**config.mk**
```make
export PLATFORM = sky130hd
export DESIGN_NAME = spi_slave_frame_flat
export DESIGN_NICKNAME = d
export VERILOG_FILES = /design/src/rtl/spi_slave_frame_if.sv /design/src/rtl/spi_slave_frame.sv /design/src/flat_wrapper.sv
export SDC_FILE = /design/constraint.sdc
export NUM_CORES = 1
export LEC_CHECK = 0
export CORE_UTILIZATION = 45
export CTS_BUF_LIST = sky130_fd_sc_hd__clkbuf_16
export CTS_CLUSTER_DIAMETER = 100
export CTS_CLUSTER_SIZE = 10
export DETAILED_ROUTE_END_ITERATION = 8
export PLACE_DENSITY = 0.68
export SYNTH_ARGS = -nofsm -noshare
export SYNTH_HDL_FRONTEND = slang
export SYNTH_SLANG_ARGS = --single-unit
```
**constraint.sdc**
```tcl
create_clock -name sysclk -period 2.5 [get_ports sysclk]
set_clock_uncertainty 0.05 [all_clocks]
set_input_delay 0.25 -clock sysclk [delete_from_list [all_inputs] [get_ports sysclk]]
set_output_delay 0.25 -clock sysclk [all_outputs]
set_load 0.05 [all_outputs]
```
**src/rtl/spi_slave_frame_if.sv**
```systemverilog
// SPI pins plus the response-load and received-field handshakes of spi_slave_frame.
// The slave modport is the block's view; the master modport is the board/decoder side.
interface spi_slave_frame_if #(
  parameter int CMD_BITS     = 8,
  parameter int ADDR_BITS    = 8,
  parameter int PAYLOAD_BITS = 8,
  parameter int FRAME_W      = CMD_BITS + ADDR_BITS + PAYLOAD_BITS
);
  logic                    sclk;
  logic                    cs;
  logic                    mosi;
  logic                    miso;
  logic [FRAME_W-1:0]      i_tx_frame;
  logic                    i_tx_valid;
  logic                    o_tx_ack;
  logic                    o_rx_valid;
  logic [CMD_BITS-1:0]     o_cmd;
  logic [ADDR_BITS-1:0]    o_addr;
  logic [PAYLOAD_BITS-1:0] o_payload;
  logic                    o_frame_err;
  logic                    o_busy;

  modport slave (
    input  sclk, cs, mosi, i_tx_frame, i_tx_valid,
    output miso, o_tx_ack, o_rx_valid, o_cmd, o_addr, o_payload, o_frame_err, o_busy
  );

  modport master (
    output sclk, cs, mosi, i_tx_frame, i_tx_valid,
    input  miso, o_tx_ack, o_rx_valid, o_cmd, o_addr, o_payload, o_frame_err, o_busy
  );
endinterface

```
**src/rtl/spi_slave_frame.sv**
```systemverilog
// Full-duplex SPI slave for CMD|ADDR|PAYLOAD frames in any SPI mode, oversampled in sysclk.
// Pin-to-detect 3 cycles; fields and o_rx_valid one cycle after the final sample-edge detect.
module spi_slave_frame #(
  parameter int CMD_BITS     = 8,
  parameter int ADDR_BITS    = 8,
  parameter int PAYLOAD_BITS = 8,
  parameter int FRAME_W      = CMD_BITS + ADDR_BITS + PAYLOAD_BITS,
  parameter bit CPOL         = 1'b0,
  parameter bit CPHA         = 1'b0
) (
  input logic               sysclk,
  input logic               rst,
  spi_slave_frame_if.slave  bus
);
  localparam int CNT_W = $clog2(FRAME_W + 1);
  localparam logic [CNT_W-1:0] LAST_CNT = CNT_W'(FRAME_W - 1);

  typedef enum logic [1:0] {IDLE, ACTIVE, DONE} state_t;

  state_t             state;
  logic [2:0]         sclk_sync;
  logic [2:0]         cs_sync;
  logic [1:0]         mosi_sync;
  logic [1:0]         guard;
  logic [CNT_W-1:0]   bit_cnt;
  logic [FRAME_W-2:0] rx_sr;
  logic [FRAME_W-1:0] tx_sr;

  logic sclk_edge, lead_edge, trail_edge, sample_edge, shift_edge;
  logic cs_fall, cs_high, mosi_s;
  logic [FRAME_W-1:0] rx_next;

  always_ff @(posedge sysclk) begin
    if (rst) begin
      sclk_sync <= {3{CPOL}};
      cs_sync   <= 3'b111;
      mosi_sync <= 2'b00;
    end else begin
      sclk_sync <= {sclk_sync[1:0], bus.sclk};
      cs_sync   <= {cs_sync[1:0], bus.cs};
      mosi_sync <= {mosi_sync[0], bus.mosi};
    end
  end

  assign sclk_edge   = sclk_sync[1] != sclk_sync[2];
  assign lead_edge   = sclk_edge && (sclk_sync[2] == CPOL);
  assign trail_edge  = sclk_edge && (sclk_sync[1] == CPOL);
  assign sample_edge = CPHA ? trail_edge : lead_edge;
  assign shift_edge  = CPHA ? lead_edge : trail_edge;
  assign cs_fall     = !cs_sync[1] && cs_sync[2];
  assign cs_high     = cs_sync[1];
  assign mosi_s      = mosi_sync[1];
  // The final bit goes straight into the field registers, so rx_sr only keeps FRAME_W-1 bits.
  assign rx_next     = {rx_sr, mosi_s};

  always_ff @(posedge sysclk) begin
    if (rst) begin
      state           <= IDLE;
      guard           <= 2'd3;
      bit_cnt         <= '0;
      rx_sr           <= '0;
      tx_sr           <= '0;
      bus.miso        <= 1'b0;
      bus.o_tx_ack    <= 1'b0;
      bus.o_rx_valid  <= 1'b0;
      bus.o_frame_err <= 1'b0;
      bus.o_busy      <= 1'b0;
      bus.o_cmd       <= '0;
      bus.o_addr      <= '0;
      bus.o_payload   <= '0;
    end else begin
      bus.o_tx_ack    <= 1'b0;
      bus.o_rx_valid  <= 1'b0;
      bus.o_frame_err <= 1'b0;
      if (guard != 2'd0) guard <= guard - 2'd1;

      case (state)
        IDLE: begin
          bus.miso   <= 1'b0;
          bus.o_busy <= 1'b0;
          if (cs_fall) begin
            // A fall seen while the synchronisers settle means cs was already low in reset.
            if (guard != 2'd0) begin
              state <= DONE;
            end else begin
              tx_sr        <= bus.i_tx_valid ? bus.i_tx_frame : '0;
              bus.o_tx_ack <= bus.i_tx_valid;
              bit_cnt      <= '0;
              rx_sr        <= '0;
              bus.o_busy   <= 1'b1;
              state        <= ACTIVE;
              if (!CPHA) bus.miso <= bus.i_tx_valid && bus.i_tx_frame[FRAME_W-1];
            end
          end
        end

        ACTIVE: begin
          if (sample_edge) begin
            rx_sr   <= rx_next[FRAME_W-2:0];
            bit_cnt <= bit_cnt + 1'b1;
          end
          if (shift_edge && (CPHA || bit_cnt != '0)) begin
            tx_sr    <= {tx_sr[FRAME_W-2:0], 1'b0};
            bus.miso <= CPHA ? tx_sr[FRAME_W-1] : tx_sr[FRAME_W-2];
          end
          // Completing the last sample wins over a cs deassert seen in the same cycle.
          if (sample_edge && bit_cnt == LAST_CNT) begin
            {bus.o_cmd, bus.o_addr, bus.o_payload} <= rx_next;
            bus.o_rx_valid <= 1'b1;
            bus.o_busy     <= 1'b0;
            state          <= DONE;
            if (CPHA) bus.miso <= 1'b0;
          end else if (cs_high) begin
            bus.o_frame_err <= 1'b1;
            bus.o_busy      <= 1'b0;
            bus.miso        <= 1'b0;
            state           <= IDLE;
          end
        end

        DONE: begin
          if (shift_edge) bus.miso <= 1'b0;
          if (cs_high) begin
            bus.miso <= 1'b0;
            state    <= IDLE;
          end
        end

        default: state <= IDLE;
      endcase
    end
  end
endmodule

```
**src/flat_wrapper.sv**
```systemverilog
// flat-port wrapper written by rule: the top's interface ports become plain ports
module spi_slave_frame_flat 
#(
  parameter int CMD_BITS     = 8,
  parameter int ADDR_BITS    = 8,
  parameter int PAYLOAD_BITS = 8,
  parameter int FRAME_W      = CMD_BITS + ADDR_BITS + PAYLOAD_BITS,
  parameter bit CPOL         = 1'b0,
  parameter bit CPHA         = 1'b0
)
  (sysclk, rst, bus_sclk, bus_cs, bus_mosi, bus_i_tx_frame, bus_i_tx_valid, bus_miso, bus_o_tx_ack, bus_o_rx_valid, bus_o_cmd, bus_o_addr, bus_o_payload, bus_o_frame_err, bus_o_busy);
  spi_slave_frame_if #(.CMD_BITS(CMD_BITS), .ADDR_BITS(ADDR_BITS), .PAYLOAD_BITS(PAYLOAD_BITS), .FRAME_W(FRAME_W)) bus_i ();
  input logic sysclk;
  input logic rst;
  input wire logic [$bits(bus_i.sclk)-1:0] bus_sclk;
  input wire logic [$bits(bus_i.cs)-1:0] bus_cs;
  input wire logic [$bits(bus_i.mosi)-1:0] bus_mosi;
  input wire logic [$bits(bus_i.i_tx_frame)-1:0] bus_i_tx_frame;
  input wire logic [$bits(bus_i.i_tx_valid)-1:0] bus_i_tx_valid;
  output wire logic [$bits(bus_i.miso)-1:0] bus_miso;
  output wire logic [$bits(bus_i.o_tx_ack)-1:0] bus_o_tx_ack;
  output wire logic [$bits(bus_i.o_rx_valid)-1:0] bus_o_rx_valid;
  output wire logic [$bits(bus_i.o_cmd)-1:0] bus_o_cmd;
  output wire logic [$bits(bus_i.o_addr)-1:0] bus_o_addr;
  output wire logic [$bits(bus_i.o_payload)-1:0] bus_o_payload;
  output wire logic [$bits(bus_i.o_frame_err)-1:0] bus_o_frame_err;
  output wire logic [$bits(bus_i.o_busy)-1:0] bus_o_busy;
  assign bus_i.sclk = bus_sclk;
  assign bus_i.cs = bus_cs;
  assign bus_i.mosi = bus_mosi;
  assign bus_i.i_tx_frame = bus_i_tx_frame;
  assign bus_i.i_tx_valid = bus_i_tx_valid;
  assign bus_miso = bus_i.miso;
  assign bus_o_tx_ack = bus_i.o_tx_ack;
  assign bus_o_rx_valid = bus_i.o_rx_valid;
  assign bus_o_cmd = bus_i.o_cmd;
  assign bus_o_addr = bus_i.o_addr;
  assign bus_o_payload = bus_i.o_payload;
  assign bus_o_frame_err = bus_i.o_frame_err;
  assign bus_o_busy = bus_i.o_busy;
  spi_slave_frame #(.CMD_BITS(CMD_BITS), .ADDR_BITS(ADDR_BITS), .PAYLOAD_BITS(PAYLOAD_BITS), .FRAME_W(FRAME_W), .CPOL(CPOL), .CPHA(CPHA)) u_core (.sysclk(sysclk), .rst(rst), .bus(bus_i));
endmodule
```
---- Yosys cells after proc, flatten, opt, wreduce, memory -nomap -nowiden ----
Index checks and enable logic that the tools add are counted.
operators by class
  add/sub/neg operators ................... 2
  bitwise logic cells ..................... 5
  equality and inequality tests ........... 10
  muxes and demuxes ....................... 33
  reduce and logical (&&, ||, !) cells .... 20
operator list
  operator                                               count
  2-to-1 mux 23 bit                                      7
  one-hot mux 23 bit (2 select lines)                    2
  2-to-1 mux 5 bit                                       3
  2-to-1 mux 1 bit                                       13
  one-hot mux 5 bit (2 select lines)                     1
  2-to-1 mux 2 bit                                       4
  AND reduction 4 bit                                    2
  logical AND 1 bit                                      6
  inequality test 2 x 1 -> 1 bit, second input constant  3
  inequality test 3 x 1 -> 1 bit, second input constant  2
  one-hot mux 2 bit (3 select lines)                     1
  AND reduction 2 bit                                    3
  adder 5 x 1 -> 5 bit, second input constant            1
  == test 5 bit, second input constant                   1
  NOT 1 bit                                              5
  nonzero test 5 bit                                     1
  nonzero test 2 bit                                     2
  OR reduction 4 bit                                     1
  one-hot mux 1 bit (3 select lines)                     1
  nonzero test 3 bit                                     1
  OR reduction 3 bit                                     1
  == test 2 x 1 -> 1 bit, second input constant          1
  == test 2 bit, second input constant                   1
  zero test 2 bit                                        1
  6 further kinds                                        6
storage, ports and cells
  register bits ........................... 92
  output and inout port bits .............. 29
  input port bits ......................... 30

---- Longest topological paths before layout ----
Gate-level depths: netlist (run 1).
  depth after elaboration ................. 7
  depth in mapped cells ................... 9

---- Least setup slack after synthesis (run 1) ----
Ideal clock, no wire load.
  path type ............................... reg-to-reg
  start point ............................. register u_core.state[0]
  end point ............................... register u_core.rx_sr[10]
  buffers on the path ..................... 2
  required time ........................... 2.322 ns
  slack ................................... 0.692 ns
  arrival ................................. 1.630 ns
  period minus slack after synthesis ...... 1.808 ns
  setup time .............................. 0.128 ns
  stages on the path, launching flop included .. 9
  path through ............................ dfxtp_1 -> inv_1 -> ha_1 -> nand2b_1 -> a22oi_2 -> buf_4 -> buf_6 -> mux2i_1 -> nor2_1
between the ends
  word-level cells in the longest chain between the ends .. 3
  elaborated cells on any way between the ends .. 8
RTL lines
  element                                                                 RTL line               source
  from (decl)                                                             spi_slave_frame.sv:20  state_t state;
  from (signal assigned)                                                  spi_slave_frame.sv:58  state <= IDLE;
  from (signal assigned)                                                  spi_slave_frame.sv:84  state <= DONE;
  from (signal assigned)                                                  spi_slave_frame.sv:91  state <= ACTIVE;
  == test 2 x 1 -> 1 bit or zero test 2 bit (tied branches)               spi_slave_frame.sv:77  case (state)
  inequality test 2 x 1 -> 1 bit (no line), or another cell as far along  n/a
  AND reduction 4 bit (no line)                                           n/a
  to (signal assigned)                                                    spi_slave_frame.sv:99  rx_sr <= rx_next[FRAME_W-2:0];
  to (decl)                                                               spi_slave_frame.sv:26  logic [FRAME_W-2:0] rx_sr;
Several ways; a longest one is shown, not always the timed one.
A chain may end at the register's enable or synchronous reset.

---- Worst setup path in the final report (run 1) ----
  start point ............................. register u_core.state[1]
  end point ............................... register u_core.tx_sr[17]
between the ends
  word-level cells in the longest chain between the ends .. 3
  elaborated cells on any way between the ends .. 8
RTL lines
  element                                                                 RTL line                source
  == test 2 x 1 -> 1 bit or zero test 2 bit (tied branches)               spi_slave_frame.sv:77
  inequality test 2 x 1 -> 1 bit (no line), or another cell as far along  n/a
  AND reduction 4 bit (no line)                                           n/a
  to (signal assigned)                                                    spi_slave_frame.sv:86   tx_sr <= bus.i_tx_valid ? bus.i_tx_frame : '0;
  to (signal assigned)                                                    spi_slave_frame.sv:103  tx_sr <= {tx_sr[FRAME_W-2:0], 1'b0};
  to (decl)                                                               spi_slave_frame.sv:27   logic [FRAME_W-1:0] tx_sr;
Several ways; a longest one is shown, not always the timed one.

==> flow_metrics.tcl, run 1 <==
set metrics [dict create \
    maxCapViolCount 0 \
    hold_path.class "in -> reg" \
    post_cts_buffers 0 \
    via_per_inst 5.37 \
    ant_nets 0 \
    syn_inst 382 \
    cts_tree "yes" \
    vias 2898 \
    async_flop_share 0 \
    fmax_ghz 0.462 \
    drt_iter0_drc 125 \
    hold_viol 0 \
    ys_ff_latch 92 \
    cts_buffers 9 \
    wl_per_cell_um 14.3 \
    fp.coreArea_um2 8340 \
    syn2layout_area_growth_pct 22.4 \
    final_common_cell "dfxtp_1" \
    cts_root_buf "clkbuf_16" \
    die_w_um 95.4 \
    period_minus_slack_ps 2170 \
    final.period_utilization 0.867 \
    grt_pass1_wl_mm 13.2 \
    status "finished clean" \
    fin_tns_setup_ps 0 \
    drtPass1Iterations 4 \
    cts_hold_buffers 0 \
    seq_area_um2 1840 \
    maxSlewHeadroom 0.250 \
    finalWirelength_mm 7.72 \
    crit_arrival_ps 2300 \
    fin_nets 467 \
    initial_core_util 0.470 \
    start_kind "register" \
    layout_common_cells "dfxtp_1, clkdlybuf4s50_1, nor2_1" \
    grt_max_degree 38 \
    max_stage_delay_ps 460 \
    leakage_nw 1.70 \
    dp_hpwl_mm 4.99 \
    crit_chain "inv_1 > ha_1 > nand2b_1 > nand2_1 > and2_4 > a211oi_2" \
    multi_input_area_um2 1860 \
    syn_area_um2 3920 \
    antennaDiodeCount 0 \
    critical-path-slowest-cell "and2_4" \
    globalplace.congestion 0.790 \
    worstSetupEndpointType "register" \
    io_pins 59 \
    clk_path_buf_depth 2 \
    synth_flop_cell "dfxtp_1" \
    setup_violations 0 \
    dieArea_um2 9100 \
    antenna_found_initial 0 \
    die_h_um 95.4 \
    clock-sinks 92 \
    ys_types 47 \
    track_usage 0.184 \
    worstPathMaxFanout 22 \
    hold_ws_ps 362 \
    synthesis.nets 419 \
    drc 0 \
    irDropWorstVdd_mv 0.371 \
    ys_seq_area_frac 0.469 \
    clkTransAtPathRegs_ps 70 \
    cp_data_required_time_ps 2640 \
    clk_latency_ps 330 \
    powerDensity_nw_per_um2 611 \
    tightest_slew_ps 1120 \
    rsz0062_at_grt "no" \
    fillers 723 \
    ctsResizeCount 0 \
    htreeDepth 3 \
    first_global_vias 2775 \
    synth_edf_count 0 \
    avgSynthCellArea_um2 10.3 \
    maxSlewViolCount 0 \
    layout-drive-gt1-share 0.138 \
    overflow 0 \
    ys_warn_count 0 \
    fp-row-count 33 \
    worstSetupPathType "reg -> reg" \
    port_buffers 58 \
]
==> routing by layer <==
metal	GRT usage	part of all wire	up-vias
met5	0	0	-
met3	0.0415	0.040	8
met2	0.292	0.47	57
li1	-	-	1462
met1	0.245	0.48	1371
met4	0.0634	0.0089	0
==> per-stage QoR <==
| step | cell area [um^2] | util | cells | setup WS (ps) | power [mW] |
|---|---|---|---|---|---|
| 3_3_place_gp | 4530 | 0.543 | 524 | 352 | 1.71 |
| 2_1_floorplan | 3920 | - | 382 | 692 | 1.64 |
| 4_1_cts | 4800 | 0.576 | 540 | 330 | 2.96 |
| 5_1_grt | 4800 | 0.576 | 540 | 133 | 3.05 |
| 3_5_place_dp | 4530 | 0.543 | 524 | 345 | 1.71 |
| 6_report | 4800 | 0.576 | 540 | 333 | 2.94 |
==> Yosys cell counts (2+ instances only) <==
| master | instances | share of area |
|---|---|---|
| dfxtp_1 | 92 | 0.47 |
| a22oi_1 | 21 | 0.040 |
| or2_2 | 5 | 0.0080 |
| clkbuf_1 | 13 | 0.012 |
| nand4_1 | 2 | 0.0032 |
| o22ai_1 | 3 | 0.0048 |
| ha_1 | 7 | 0.022 |
| nor2b_1 | 7 | 0.011 |
| a221oi_1 | 2 | 0.0045 |
| mux2i_1 | 27 | 0.069 |
| buf_6 | 7 | 0.020 |
| nand2b_1 | 7 | 0.011 |
| buf_4 | 4 | 0.0077 |
| inv_1 | 8 | 0.0077 |
| a22o_1 | 23 | 0.051 |
| nor2_1 | 34 | 0.033 |
| and2_1 | 24 | 0.038 |
| a21oi_1 | 31 | 0.040 |
| xnor2_1 | 2 | 0.0045 |
| nand3_1 | 7 | 0.0089 |
| nand2_1 | 5 | 0.0048 |
| buf_2 | 6 | 0.0077 |
| a211oi_2 | 20 | 0.064 |
| a211oi_1 | 2 | 0.0038 |
==> cell families (layout without fill, tap and decap cells) <==
group	Yosys count	after routing	synth area share
compound gates	111	111	0.228
simple gates	102	102	0.145
flops	92	92	0.469
buf+inv	39	92	0.0564
mux	28	28	0.0717
fa+ha+maj	7	7	0.0223
xor+xnor	3	3	0.00670
==> registers in the layout, summed over array words and instances, names as in the netlist <==
register,flops
u_core.bus.o_rx_valid,1
u_core.bit_cnt,5
u_core.bus.o_busy,1
u_core.tx_sr,23
u_core.rx_sr,23
u_core.cs_sync,3
u_core.bus.o_payload,8
u_core.mosi_sync,2
u_core.sclk_sync,3
u_core.state,2
u_core.bus.o_cmd,8
u_core.guard,2
u_core.bus.o_addr,8
u_core.bus.o_frame_err,1
u_core.bus.miso,1
u_core.bus.o_tx_ack,1
==> area by class of cell <==
cell class	instances	area share
Clock inverter	7	0.0104
Multi-Input combinational cell	251	0.388
Clock buffer	9	0.0469
Inverter	8	0.00625
Timing Repair Buffer	68	0.138
Tap cell	105	0.0273
Sequential cell	92	0.383
==> power by group <==
group	internal, mW	switching (mW)	leakage (nW)	total, mW
Combinational	0.0882	0.0940	0.825	0.182
Sequential	1.49	0.0114	0.743	1.50
Clock	0.678	0.580	0.130	1.26
Total	2.25	0.685	1.70	2.94
==> critical path: cells and delay by family, from the launching register on <==
family                     cells  cell delay, ps
and+or+nand+nor                3            1060
DFF                            1             430
adders and majority gates      1             260
AOI/OAI and AO/OA              1             130
buffers and inverters          1              90
==> final timing paths <==
path | startpoint | endpoint | slack [ps] | cells after the start
max | u_core.state[1]$_SDFFE_PP0N_ | u_core.tx_sr[17]$_SDFFE_PP0P_ | 330 | 6
min | rst | u_core.rx_sr[22]$_SDFFE_PP0P_ | 360 | 2
max reg2reg | u_core.state[1]$_SDFFE_PP0N_ | u_core.tx_sr[17]$_SDFFE_PP0P_ | 330 | 6
min reg2reg | u_core.cs_sync[0]$_SDFF_PP1_ | u_core.cs_sync[1]$_SDFF_PP1_ | 370 | 1
(Power assumes the default switching activity.)
==> run 2, diff against run 1 <==
Settings changed: CORE_MARGIN from default to 2, SLEW_MARGIN from default to 30.
==> flow_metrics.tcl, run 2 (synthesis results as in run 1) <==
set metrics [dict create \
    status "finished clean" \
    post_cts_buffers 0 \
    clk_latency_ps 340 \
    antenna_found_initial 0 \
    dieArea_um2 9480 \
    met1_usage 0.232 \
    cts_root_buf "clkbuf_16" \
    cp_data_required_time_ps 2650 \
    grt_use_met2 0.256 \
    seqPwrFrac 0.463 \
    finalWirelength_mm 7.78 \
    seq_area_um2 1840 \
    placed_cells_incl_taps 525 \
    p_comb_frac 0.056 \
    die_w_um 97.4 \
    use_met3 0.0468 \
    globalplace.congestion 0.853 \
    track_usage 0.168 \
    p_total_mw 3.23 \
    io_pins 59 \
    irDropWorstVdd_mv 0.389 \
    cts_tree "yes" \
    fp.coreArea_um2 8590 \
    hold_path.class "reg -> reg" \
    drc 0 \
    clk_path_buf_depth 2 \
    worstSetupEndpointType "register" \
    port_buffers 58 \
    fmax_ghz 0.476 \
    swShare 0.210 \
    layout-drive-gt1-share 0.136 \
    hold_depth 1 \
    fin_tns_setup_ps 0 \
    maxSlewHeadroom 0.576 \
    maxSlewViolCount 0 \
    wl_per_cell_um 14.4 \
    clkTransAtPathRegs_ps 60 \
    multi_input_area_um2 1870 \
    fin_cells 541 \
    start_kind "register" \
    cts_hold_buffers 0 \
    hold_viol 0 \
    pwr-share-clk 0.481 \
    drt_iter0_drc 112 \
    reg_top3 "u_core.rx_sr x23, u_core.tx_sr x23" \
    worstSetupPathType "reg -> reg" \
    die_h_um 97.4 \
    fillers 768 \
    dp_hpwl_mm 5.06 \
    ant_nets 0 \
    crit_arrival_ps 2260 \
    tightest_slew_ps 636 \
    antennaDiodeCount 0 \
    hold_ws_ps 360 \
    ctsResizeCount 0 \
    final_common_cell "dfxtp_1" \
    top_usage_layer "met2" \
    clock-sinks 92 \
    fp-row-count 34 \
    grt_pass1_wl_mm 13.2 \
    worstPathMaxFanout 26 \
    via_per_inst 5.41 \
    period_minus_slack_ps 2100 \
    fin_nets 465 \
    htreeDepth 3 \
    maxCapViolCount 0 \
    vias 2927 \
    drtPass1Iterations 4 \
    leakage_nw 1.72 \
    final.period_utilization 0.841 \
    first_global_vias 2719 \
    switching_power_uw 679 \
    setup_violations 0 \
    grt_max_degree 38 \
    fin_util 0.567 \
    powerDensity_nw_per_um2 664 \
    initial_core_util 0.457 \
    ff2ff_path_depth 6 \
    layout_common_cells "dfxtp_1, clkdlybuf4s50_1, nor2_1" \
    syn2layout_area_growth_pct 24.2 \
    cts_buffers 9 \
    intPower_mw 2.56 \
    rsz0062_at_grt "no" \
    overflow 0 \
]
-- run 2: changes by cell type in the layout (fill, tap and decap cells not counted) --
cell,before,now
buf_4,9,7
clkinv_1,1,0
a21oi_2,1,0
a21oi_4,0,1
inv_6,2,1
bufinv_16,0,3
clkinv_2,1,0
-- run 2: stage by stage --
stage	cell area (um^2)	setup WS [ps]
floorplan	3920	692
global placement	4520	492
finish	4870	397
CTS	4870	419
global route	4870	214
detailed placement	4520	405
-- run 2: layer usage --
layer	part of all wire	wire length, um	up-vias
met5	0	0	-
met4	0.011	82	0
met3	0.037	289	8
met2	0.47	3640	50
met1	0.48	3770	1402
li1	-	-	1467
-- run 2: power by group through the flow --
stage / logic, mW / clock network, mW / registers, mW
floorplan: 0.116 / 0 / 1.53
detailed placement: 0.183 / 0 / 1.53
global placement: 0.179 / 0 / 1.53
finish: 0.183 / 1.56 / 1.50
CTS: 0.184 / 1.59 / 1.50
global route: 0.201 / 1.65 / 1.50
-- run 2: worst paths after layout --
path | startpoint | end | slack [ps]
min reg2reg | u_core.cs_sync[0]$_SDFF_PP1_ | u_core.cs_sync[1]$_SDFF_PP1_ | 360
min | u_core.cs_sync[0]$_SDFF_PP1_ | u_core.cs_sync[1]$_SDFF_PP1_ | 360
max | u_core.state[0]$_SDFFE_PP0N_ | u_core.tx_sr[7]$_SDFFE_PP0P_ | 400
max reg2reg | u_core.state[0]$_SDFFE_PP0N_ | u_core.tx_sr[7]$_SDFFE_PP0P_ | 400
-- run 2: critical path, stage by stage, from the launching register on --
cell and delay (ps):
dfxtp_1 410, ha_2 430, buf_4 350, o21ai_2 200
buf_4 240, a21oi_1 210, a211oi_2 70
-- run 2: area by class of cell --
cell class,instances,share of cell area
Clock buffer,9,0.0462
Clock inverter,7,0.0252
Inverter,8,0.00616
Multi-Input combinational cell,251,0.384
Sequential cell,92,0.378
Tap cell,108,0.0277
Timing Repair Buffer,66,0.133
==> run 3, diff against run 2 <==
Settings changed: PLACE_DENSITY 0.68 to 0.71.
Clock period 2.5 ns to 1.8 ns, I/O delays scaled along.
==> flow_metrics.tcl, run 3 (synthesis results as in run 1) <==
set metrics [dict create \
    status "finished clean" \
    clock-sinks 92 \
    cts_root_buf "clkbuf_16" \
    cts_tree "yes" \
    reg_top3 "u_core.rx_sr x23, u_core.tx_sr x23" \
    final.period_utilization 0.959 \
    dieArea_um2 9480 \
    maxSlewViolCount 0 \
    hold_ws_ps 200 \
    die_w_um 97.4 \
    fin_nets 489 \
    cts_hold_buffers 0 \
    first_global_vias 3020 \
    irDropWorstVdd_mv 0.537 \
    leakage_nw 1.91 \
    fillers 718 \
    via_per_inst 5.41 \
    vias 3054 \
    critPathTopFamily "buffers and inverters" \
    io_pins 59 \
    track_usage 0.178 \
    dp_hpwl_mm 5.20 \
    worstSetupPathType "reg -> out" \
    setup_violations 0 \
    globalplace.congestion 0.856 \
    tightest_slew_ps 576 \
    drtPass1Iterations 5 \
    grt_pass1_wl_mm 14.0 \
    hold_viol 0 \
    start_kind "register" \
    clkTransAtPathRegs_ps 70 \
    hold_path.class "in -> reg" \
    p_total_mw 4.35 \
    drc 0 \
    cp_data_required_time_ps 1570 \
    clk_latency_ps 350 \
    cts_buffers 9 \
    finalWirelength_mm 8.21 \
    crit_chain "clkdlybuf4s50_1" \
    die_h_um 97.4 \
    overflow 0 \
    initial_core_util 0.457 \
    clk_path_buf_depth 2 \
    antenna_found_initial 0 \
    port_buffers 58 \
    fmax_ghz 0.579 \
    critical-path-slowest-cell "clkdlybuf4s50_1" \
    fp.coreArea_um2 8590 \
    drt_iter0_drc 158 \
    max_stage_delay_ps 810 \
    fp-row-count 34 \
    wl_per_cell_um 14.5 \
    path_buf_inv 1 \
    ant_nets 0 \
    grt_max_degree 37 \
    final_common_cell "dfxtp_1" \
    worstSetupEndpointType "output port" \
    syn2layout_area_growth_pct 31.2 \
    worstPathMaxFanout 2 \
    period_minus_slack_ps 1730 \
    htreeDepth 3 \
    powerDensity_nw_per_um2 845 \
    crit_arrival_ps 1500 \
    maxCapViolCount 0 \
    maxSlewHeadroom 0.615 \
    antennaDiodeCount 0 \
    layout_common_cells "dfxtp_1, clkdlybuf4s50_1, nor2_1" \
    layout-drive-gt1-share 0.197 \
]
-- run 3: cell types whose count changed in the layout (fill, tap and decap cells not counted), moves of 2 or more --
cell | before | now
buf_4 | 7 | 24
clkdlybuf4s50_1 | 57 | 55
inv_8 | 0 | 2
bufinv_16 | 3 | 1
ha_4 | 0 | 2
buf_6 | 0 | 4
-- run 3: worst paths after layout --
kind                                         start                        endpoint  slack [ps]  depth (start not counted)
setup / recovery  u_core.bus.o_cmd[6]$_SDFFE_PP0P_                    bus_o_cmd[6]          70                          1
hold / removal                                 rst  u_core.bit_cnt[2]$_SDFFE_PP0P_         200                          3
setup reg to reg      u_core.state[1]$_SDFFE_PP0N_   u_core.rx_sr[13]$_SDFFE_PP0P_         100                          8
hold reg to reg       u_core.cs_sync[0]$_SDFF_PP1_    u_core.cs_sync[1]$_SDFF_PP1_         360                          1
-- run 3: cell type report --
type | count | area, um^2 | share of cell area
timing repair buffer | 89 | 886 | 0.172
clock buffer | 9 | 225 | 0.0438
multi-input combinational | 252 | 1930 | 0.375
sequential | 92 | 1850 | 0.359
tap | 108 | 135 | 0.0263
inverter | 8 | 30.0 | 0.00583
clock inverter | 7 | 93.8 | 0.0182
-- run 3: per-stage QoR --
stage	area [um^2]	worst slack (ps)	utilization	TNS [ps]	std cells
CTS	5060	2.54	0.589	0	563
global route	5150	-6.69	0.599	-9.84	565
floorplan	3930	13.8	-	0	382
detailed placement	4660	-104	0.543	-2620	543
global placement	4660	-60.7	0.543	-1360	543
finish	5150	73.3	0.599	0	565
-- run 3: report_power, final --
group	internal, mW	switching [mW]	total, mW
registers	2.06	0.0135	2.08
logic	0.144	0.143	0.287
clock network	1.12	0.871	1.99
-- run 3: routing by layer --
metal,global-route usage,vias to the layer above,share of wire
met5,0,-,0
li1,-,1512,-
met1,0.223,1469,0.46
met2,0.296,61,0.48
met4,0.0630,0,0.017
met3,0.0489,12,0.037
-- run 3: timing repair --
action,CTS,global route
pin swaps,1,1
resized for setup,5,14
endpoints found under the hold margin,0,0
setup endpoints to repair,63,73
buffers inserted,2,1
gates cloned,2,1
